===== src/rtl/key_hold_encoder_pkg.sv =====
// Shared constants and ASCII decode for the held-key encoder.
// Key bit order: W S A D J K L SPACE (bit 7 down to bit 0).
package key_pkg;

  localparam int unsigned NUM_KEYS            = 8;
  localparam int unsigned HOLD_CYCLES_DEFAULT = 60_000_000;

  localparam int unsigned KEY_W     = 7;
  localparam int unsigned KEY_S     = 6;
  localparam int unsigned KEY_A     = 5;
  localparam int unsigned KEY_D     = 4;
  localparam int unsigned KEY_J     = 3;
  localparam int unsigned KEY_K     = 2;
  localparam int unsigned KEY_L     = 1;
  localparam int unsigned KEY_SPACE = 0;

  localparam logic [7:0] ASC_W_UP  = 8'h57;
  localparam logic [7:0] ASC_W_LO  = 8'h77;
  localparam logic [7:0] ASC_S_UP  = 8'h53;
  localparam logic [7:0] ASC_S_LO  = 8'h73;
  localparam logic [7:0] ASC_A_UP  = 8'h41;
  localparam logic [7:0] ASC_A_LO  = 8'h61;
  localparam logic [7:0] ASC_D_UP  = 8'h44;
  localparam logic [7:0] ASC_D_LO  = 8'h64;
  localparam logic [7:0] ASC_J_UP  = 8'h4A;
  localparam logic [7:0] ASC_J_LO  = 8'h6A;
  localparam logic [7:0] ASC_K_UP  = 8'h4B;
  localparam logic [7:0] ASC_K_LO  = 8'h6B;
  localparam logic [7:0] ASC_L_UP  = 8'h4C;
  localparam logic [7:0] ASC_L_LO  = 8'h6C;
  localparam logic [7:0] ASC_SPACE = 8'h20;

  // One-hot key for a received byte; all zeros for unrecognised bytes.
  function automatic logic [NUM_KEYS-1:0] decode_key(input logic [7:0] b);
    logic [NUM_KEYS-1:0] k;
    k = '0;
    case (b)
      ASC_W_UP, ASC_W_LO: k[KEY_W]     = 1'b1;
      ASC_S_UP, ASC_S_LO: k[KEY_S]     = 1'b1;
      ASC_A_UP, ASC_A_LO: k[KEY_A]     = 1'b1;
      ASC_D_UP, ASC_D_LO: k[KEY_D]     = 1'b1;
      ASC_J_UP, ASC_J_LO: k[KEY_J]     = 1'b1;
      ASC_K_UP, ASC_K_LO: k[KEY_K]     = 1'b1;
      ASC_L_UP, ASC_L_LO: k[KEY_L]     = 1'b1;
      ASC_SPACE:          k[KEY_SPACE] = 1'b1;
      default:            k            = '0;
    endcase
    return k;
  endfunction

endpackage


===== src/rtl/key_hold_encoder_if.sv =====
// Receive-byte / held-key bundle between the UART receive path and the encoder.
interface key_hold_encoder_if;
  import key_pkg::*;

  logic [7:0]          rx_data;
  logic                rx_valid;
  logic [NUM_KEYS-1:0] key;
  logic [NUM_KEYS-1:0] key_press;

  modport master (output rx_data, output rx_valid, input key, input key_press);
  modport slave  (input rx_data, input rx_valid, output key, output key_press);
endinterface


===== src/rtl/key_hold_encoder_timer.sv =====
// One reloadable saturating down-counter per key; held while nonzero,
// press pulses when a load arrives on an idle counter.
module key_hold_timer #(
  parameter int unsigned HOLD_CYCLES = 60_000_000
) (
  input  logic clk,
  input  logic reset,
  input  logic load,
  input  logic clear,
  output logic held,
  output logic press
);
  localparam int unsigned CNT_W = $clog2(HOLD_CYCLES + 1);

  logic [CNT_W-1:0] cnt_q, cnt_d;
  logic             press_q, press_d;

  // Load wins over clear and over the countdown, so a re-press never gaps.
  always_comb begin
    cnt_d   = cnt_q;
    press_d = 1'b0;
    if (load) begin
      cnt_d   = CNT_W'(HOLD_CYCLES);
      press_d = (cnt_q == '0);
    end else if (clear) begin
      cnt_d = '0;
    end else if (cnt_q != '0) begin
      cnt_d = cnt_q - CNT_W'(1);
    end
  end

  always_ff @(posedge clk) begin
    if (reset) begin
      cnt_q   <= '0;
      press_q <= 1'b0;
    end else begin
      cnt_q   <= cnt_d;
      press_q <= press_d;
    end
  end

  assign held  = (cnt_q != '0);
  assign press = press_q;

endmodule


===== src/rtl/key_hold_encoder.sv =====
// Turns received keyboard bytes into a held-key vector with per-key hold timers.
// Define KEY_HOLD_EXCLUSIVE_EN to make a new key release all other keys.
module key_hold_encoder
  import key_pkg::*;
#(
  parameter int unsigned HOLD_CYCLES = HOLD_CYCLES_DEFAULT
) (
  input  logic                clk,
  input  logic                reset,
  key_hold_encoder_if.slave   bus
);

  logic [NUM_KEYS-1:0] hit;
  logic [NUM_KEYS-1:0] clr;
  logic [NUM_KEYS-1:0] held;
  logic [NUM_KEYS-1:0] press;

  always_comb begin
    hit = bus.rx_valid ? decode_key(bus.rx_data) : '0;
`ifdef KEY_HOLD_EXCLUSIVE_EN
    // Only a recognised byte clears the others.
    clr = (hit != '0) ? ~hit : '0;
`else
    clr = '0;
`endif
  end

  for (genvar i = 0; i < NUM_KEYS; i++) begin : g_timer
    key_hold_timer #(
      .HOLD_CYCLES (HOLD_CYCLES)
    ) u_timer (
      .clk   (clk),
      .reset (reset),
      .load  (hit[i]),
      .clear (clr[i]),
      .held  (held[i]),
      .press (press[i])
    );
  end

  assign bus.key       = held;
  assign bus.key_press = press;

endmodule


===== src/flat_wrapper.sv =====
// flat-port wrapper written by rule: the top's interface ports become plain ports
module key_hold_encoder_flat import key_pkg::*;
#(
  parameter int unsigned HOLD_CYCLES = HOLD_CYCLES_DEFAULT
)
  (clk, reset, bus_rx_data, bus_rx_valid, bus_key, bus_key_press);
  key_hold_encoder_if bus_i ();
  input  logic clk;
  input  logic reset;
  input wire logic [$bits(bus_i.rx_data)-1:0] bus_rx_data;
  input wire logic [$bits(bus_i.rx_valid)-1:0] bus_rx_valid;
  output wire logic [$bits(bus_i.key)-1:0] bus_key;
  output wire logic [$bits(bus_i.key_press)-1:0] bus_key_press;
  assign bus_i.rx_data = bus_rx_data;
  assign bus_i.rx_valid = bus_rx_valid;
  assign bus_key = bus_i.key;
  assign bus_key_press = bus_i.key_press;
  key_hold_encoder #(.HOLD_CYCLES(HOLD_CYCLES)) u_core (.clk(clk), .reset(reset), .bus(bus_i));
endmodule

===== config.mk =====
export PLATFORM = sky130hd
export DESIGN_NAME = key_hold_encoder_flat
export DESIGN_NICKNAME = d
export VERILOG_FILES = /design/src/rtl/key_hold_encoder_pkg.sv /design/src/rtl/key_hold_encoder_if.sv /design/src/rtl/key_hold_encoder_timer.sv /design/src/rtl/key_hold_encoder.sv /design/src/flat_wrapper.sv
export SDC_FILE = /design/constraint.sdc
export NUM_CORES = 1
export LEC_CHECK = 0
export ABC_AREA = 1
export BUFFER_PORTS_ARGS = -buffer_cell sky130_fd_sc_hd__buf_2
export CORE_ASPECT_RATIO = 1.75
export CORE_MARGIN = 5
export CORE_UTILIZATION = 40
export CTS_BUF_LIST = sky130_fd_sc_hd__clkbuf_8
export CTS_CLUSTER_DIAMETER = 40
export CTS_CLUSTER_SIZE = 24
export DETAILED_ROUTE_END_ITERATION = 7
export GPL_ROUTABILITY_DRIVEN = 0
export PLACE_DENSITY = 0.63
export SYNTH_ARGS = -nofsm -noshare
export SYNTH_HDL_FRONTEND = slang
export SYNTH_SLANG_ARGS = --single-unit

===== constraint.sdc =====
create_clock -name clk -period 1.41 [get_ports clk]
set_input_delay 0.141 -clock clk [delete_from_list [all_inputs] [get_ports clk]]
set_output_delay 0.141 -clock clk [all_outputs]
set_load 0.02 [all_outputs]

* Word level (Yosys, flattened, before mapping)
Cells that the tools add are included.
Storage, ports and cells: logic and storage cells 127, flip-flop bits (word level) 216, input port bits 11
Operators by class: muxes and demuxes 25, reduce and logical (&&, ||, !) cells 47, eq/ne operators 15, $add $sub $neg 8, bitwise gates (word level) 8
Operators by type and width (number):
- 2-to-1 mux 26 bit | 16
- logical NOT 26 bit | 8
- nonzero test 26 bit | 8
- subtractor 26 x 1 -> 26 bit (second input constant) | 8
- equality test 8 x 7 -> 1 bit (second input constant) | 14
- OR reduction 2 bit | 23
- nonzero test 2 bit | 8
- equality test 8 x 6 -> 1 bit (second input constant) | 1
- 2-to-1 mux 1 bit | 8
- 2-to-1 mux 8 bit | 1
- inverter 1 bit | 8

* Logic depth before layout (Yosys ltp)
depth in word-level cells 6, gate-level depth with buffers 10, depth with buffers taken out 9

* Cells and area by module
From an unflattened synthesis, not the netlist that was laid out.
Unflattened totals: cells, all modules 1905, area, all modules 13202.7 µm²
Modules (own cells, without submodules):
- key_hold_timer (u_core.g_timer[4].u_timer ...) | seq. area each 540.5 µm², times used 4, area an instance 1654.1 µm², cells an instance 230
- key_hold_timer (u_core.g_timer[0].u_timer ...) | seq. area each 540.5 µm², times used 4, area an instance 1602.8 µm², cells an instance 237
- key_hold_encoder | seq. area each 0.0 µm², times used 1, area an instance 175.2 µm², cells an instance 37

* Worst setup path after synthesis
OpenSTA, ideal clock, no wires.
kind reg-to-reg, start point register u_core.g_timer[5].u_timer.cnt_q[0], end point register u_core.g_timer[5].u_timer.cnt_q[10], cell stages (with the launch flop) 10, path slack -0.028 ns, arrival 1.311 ns, cells stage by stage dfxtp_1 -> inv_1 -> ha_1 -> nand2_1 -> nor2_4 -> nand2_1 -> xor2_1 -> nor2_1 -> nor2_1 -> nor2_1
On the way: longest elaborated chain between the ends 3
RTL lines:
- from (decl) | line key_hold_encoder_timer.sv:15 | logic [CNT_W-1:0] cnt_q, cnt_d;
- from (signal assigned) | line key_hold_encoder_timer.sv:37 | cnt_q <= cnt_d;
- subtractor 26 x 1 -> 26 bit | line key_hold_encoder_timer.sv:28 | cnt_d = cnt_q - CNT_W'(1);
- 2-to-1 mux 26 bit | line key_hold_encoder_timer.sv:27 | end else if (cnt_q != '0) begin
- 2-to-1 mux 26 bit | line key_hold_encoder_timer.sv:22 | if (load) begin
Several ways; a longest one is shown, not always the timed one. The select of a mux whose other input is x is not followed. A chain may end at the register's enable or synchronous reset.

* Final worst setup path
start point register u_core.g_timer[2].u_timer.cnt_q[1], end point output port bus_key[2]
On the way: longest elaborated chain between the ends 1
RTL lines:
- from (decl) | line key_hold_encoder_timer.sv:15
- from (signal assigned) | line key_hold_encoder_timer.sv:37
- nonzero test 26 bit | line key_hold_encoder_timer.sv:42 | assign held = (cnt_q != '0);
- to (decl) | line flat_wrapper.sv:12 | output wire logic [$bits(bus_i.key)-1:0] bus_key;
Every way passes these cells.

==> flow_summary_export.csv <==
group,metric,value,unit
status,status,"finished, violations left",
status,violations,"negative setup slack",
clock_network,clk_root_buffer_cell,"clkbuf_8",
clock_network,clk_latency,620,ps
sta,worst_pin_slew,758.0,ps
sta,hold_viol,0,
worst_setup_path,cp_data_arrival_time,1660,ps
grt,grt_start_max_net_pins,31,
clock_network,clk_pin_slew_worst_paths,80,ps
routing,ant_nets,0,
yosys,syn_inst,1858,
sta,fmax,555.4,MHz
place,dp_hpwl,27600,µm
min_path,whs_path_depth,4,
routing,dr.pass1.iters,5,
yosys,ys.warnings.count,0,
worst_setup_path,reg2reg_depth,12,
yosys,synthesis.area,0.01239,mm²
floorplanning,initial_utilization,40.30,%
place,portBuffers,26,
finish,stdcell_area,0.01946,mm²
sta,rsz0062_at_grt,"yes",
sta,period_share,127.7,%
clock_network,clockBufferDepth,3,
run,drv_cap,0,
floorplanning,core,0.03074,mm²
worst_setup_path,path_depth,7,
finish,utilization,63.32,%
floorplanning,die_y,242.8,µm
yosys,synth-seq-cells,216,
sta,fin_crit,1801,ps
worst_setup_path,path_cells,"inv_4 > ha_4 > buf_6 > nand3_4 > nor2_4 > nand3_4 > buf_6",
clock_network,cts_tree,"done",
min_path,worst_hold_path_type,"primary input to flip-flop",
finish,drive_above_1_share,46.56,%
worst_setup_path,crit_fanout,2,
sta,drv_slew,0,
worst_setup_path,cp_num_buf_inv,3,
grt,grt_pass1_vias,14520,
routing,viasPerCell,5.254,
routing,drc,0,
clock_network,cts_inserted_buffers,29,
yosys,ys_seq_area_share,34.91,%
worst_setup_path,worst_setup_path_start_kind,"flip-flop",
place,post-place-ws,-372.8,ps
worst_setup_path,critPathTopFamily,"flip-flops",
sta,whs,74.47,ps
floorplanning,pin_count,27,
sta,slew_headroom,49.00,%
yosys,synth_edf_count,0,
place,place_area,0.01489,mm²
yosys,syn-mean-instance-area,6.666,µm²
worst_setup_path,crit_slowest_cell,"dfxtp_2",
clock_network,clock-sinks,216,
routing,drtIter0Drc,791,
yosys,synth_area_leaders,"dfxtp_1, nor2_1, nand2_1",
worst_setup_path,max_stage_delay,350,ps
yosys,syn_nets,1885,
clock_network,htree_levels,1,
grt,overflow,0,
worst_setup_path,worstSetupPathType,"flip-flop to output port",
routing,wl_per_cell,16.08,µm
worst_setup_path,required,1270,ps
yosys,synth_largest_area_cell,"dfxtp_1",
yosys,netlist.area_leader.share,34.91,%
yosys,yosys-top-cells-count,"nor2_1, nand2_1, dfxtp_1",
grt,grt_antenna_before_repair,1,
routing,num_vias,14360,
sta,clock-skew-final,20.65,ps
floorplanning,num_rows,85,
worst_setup_path,endpoint_kind,"output port",
grt,grt.total_usage,23.35,%
finish,areaGrowthSynthToFinish,57.13,%
grt,grt_pass1_wl,67140,µm
sta,fin_ws,-390.6,ps
routing,wirelength,43940,µm
yosys,synth_ff_type,"dfxtp_1",
yosys,ys_types,35,
floorplanning,die_area,0.03472,mm²
yosys,yosysMostFrequentCell,"nor2_1",
finish,layout.nets,2347,
floorplanning,die_w,143.0,µm
yosys,synthArstFlopShare,0,%
sta,finalSetupViolCount,204,
## cell usage in the layout, fill, tap and decap left out, drive strengths merged
master and n:
nor2 476, nor3b 5, o21bai 3, xor2 50, o21ai 10, clkinvlp 3, buf 473, nand4 55
or2 1, xnor2 55, nand3b 34, dfxtp 216, nor3 24, a21oi 128, nor4 1, ha 16
clkinv 10, diode 1, inv 151, o211ai 1, nand2 424, nand3 167, a211oi 1, clkbuf 30
dlygate4sd3 3, bufinv 4
## what timing repair did
action                                  4_1_cts  5_1_grt
resized for setup                           487      281
setup buffers                               128       71
endpoints found under the hold margin        26        0
endpoints found under the setup margin      165      209
cloned                                        5        4
hold buffers                                  3        0
pin swaps                                   150      138
## tightest hold or removal path: cells and delay by family
family                 cells  cell delay, ps
AOI/OAI and AO/OA          1              50
buffers and inverters      1             140
and+or+nand+nor            2             340
## cells by family (layout without fill, tap and decap cells)
kind of cell	after synthesis	in the layout	share of synthesized area [%]
buffers and inverters	192	674	6.900
AND/OR/NAND/NOR	1186	1187	43.27
flip-flops	216	216	34.91
AO/OA/AOI/OAI	143	143	5.879
adder cells (fa/ha/maj)	16	16	1.616
XOR/XNOR	105	105	7.425
other	0	1	0
## path summary, 6_finish.rpt
| check | endpoint | slack (ps) | start |
|---|---|---|---|
| setup reg to reg | u_core.g_timer[4].u_timer.cnt_q[20]$_SDFFE_PP0P_ | -280 | u_core.g_timer[4].u_timer.cnt_q[11]$_SDFFE_PP0P_ |
| hold / removal | u_core.g_timer[4].u_timer.cnt_q[0]$_SDFFE_PP0P_ | 70 | bus_rx_valid |
| hold reg to reg | u_core.g_timer[2].u_timer.cnt_q[0]$_SDFFE_PP0P_ | 470 | u_core.g_timer[2].u_timer.cnt_q[0]$_SDFFE_PP0P_ |
| setup / recovery | bus_key[2] | -390 | u_core.g_timer[2].u_timer.cnt_q[1]$_SDFFE_PP0P_ |
## sequential cells by signal (all words and copies together) (netlist names)
register                      flops
u_core.g_timer.u_timer.cnt_q    208
u_core.g_timer.u_timer.press      8
## routing by layer
metal / track usage (%) / vias up / share of wire (%)
li1: - / 6902 / -
met5: 0 / - / 0
met2: 45.28 / 476 / 55
met3: 2.934 / 266 / 3.8
met4: 15.58 / 0 / 8.1
met1: 22.00 / 6715 / 33
## final cells by class
class	count	area (µm²)
repair buffers	476	4021
flip-flops and latches	216	4488
multi-input cells	1451	9141
repair inverters	6	67.56
clock buffers	30	412.9
inverters	140	569.3
diodes	1	2.502
fillers	2373	11270
well taps	391	489.2
clock inverters	22	269.0
## per-stage QoR
step,TNS [ps],instances
floorplan,0,1858
global placement,-11330,2499
detailed placement,-12400,2499
CTS,-11110,2674
global route,-48100,2733
finish,-31780,2733
Power is left out: the tool's default activity adds up to more than one toggle a clock period on the data nets, which glitch-free logic cannot reach.
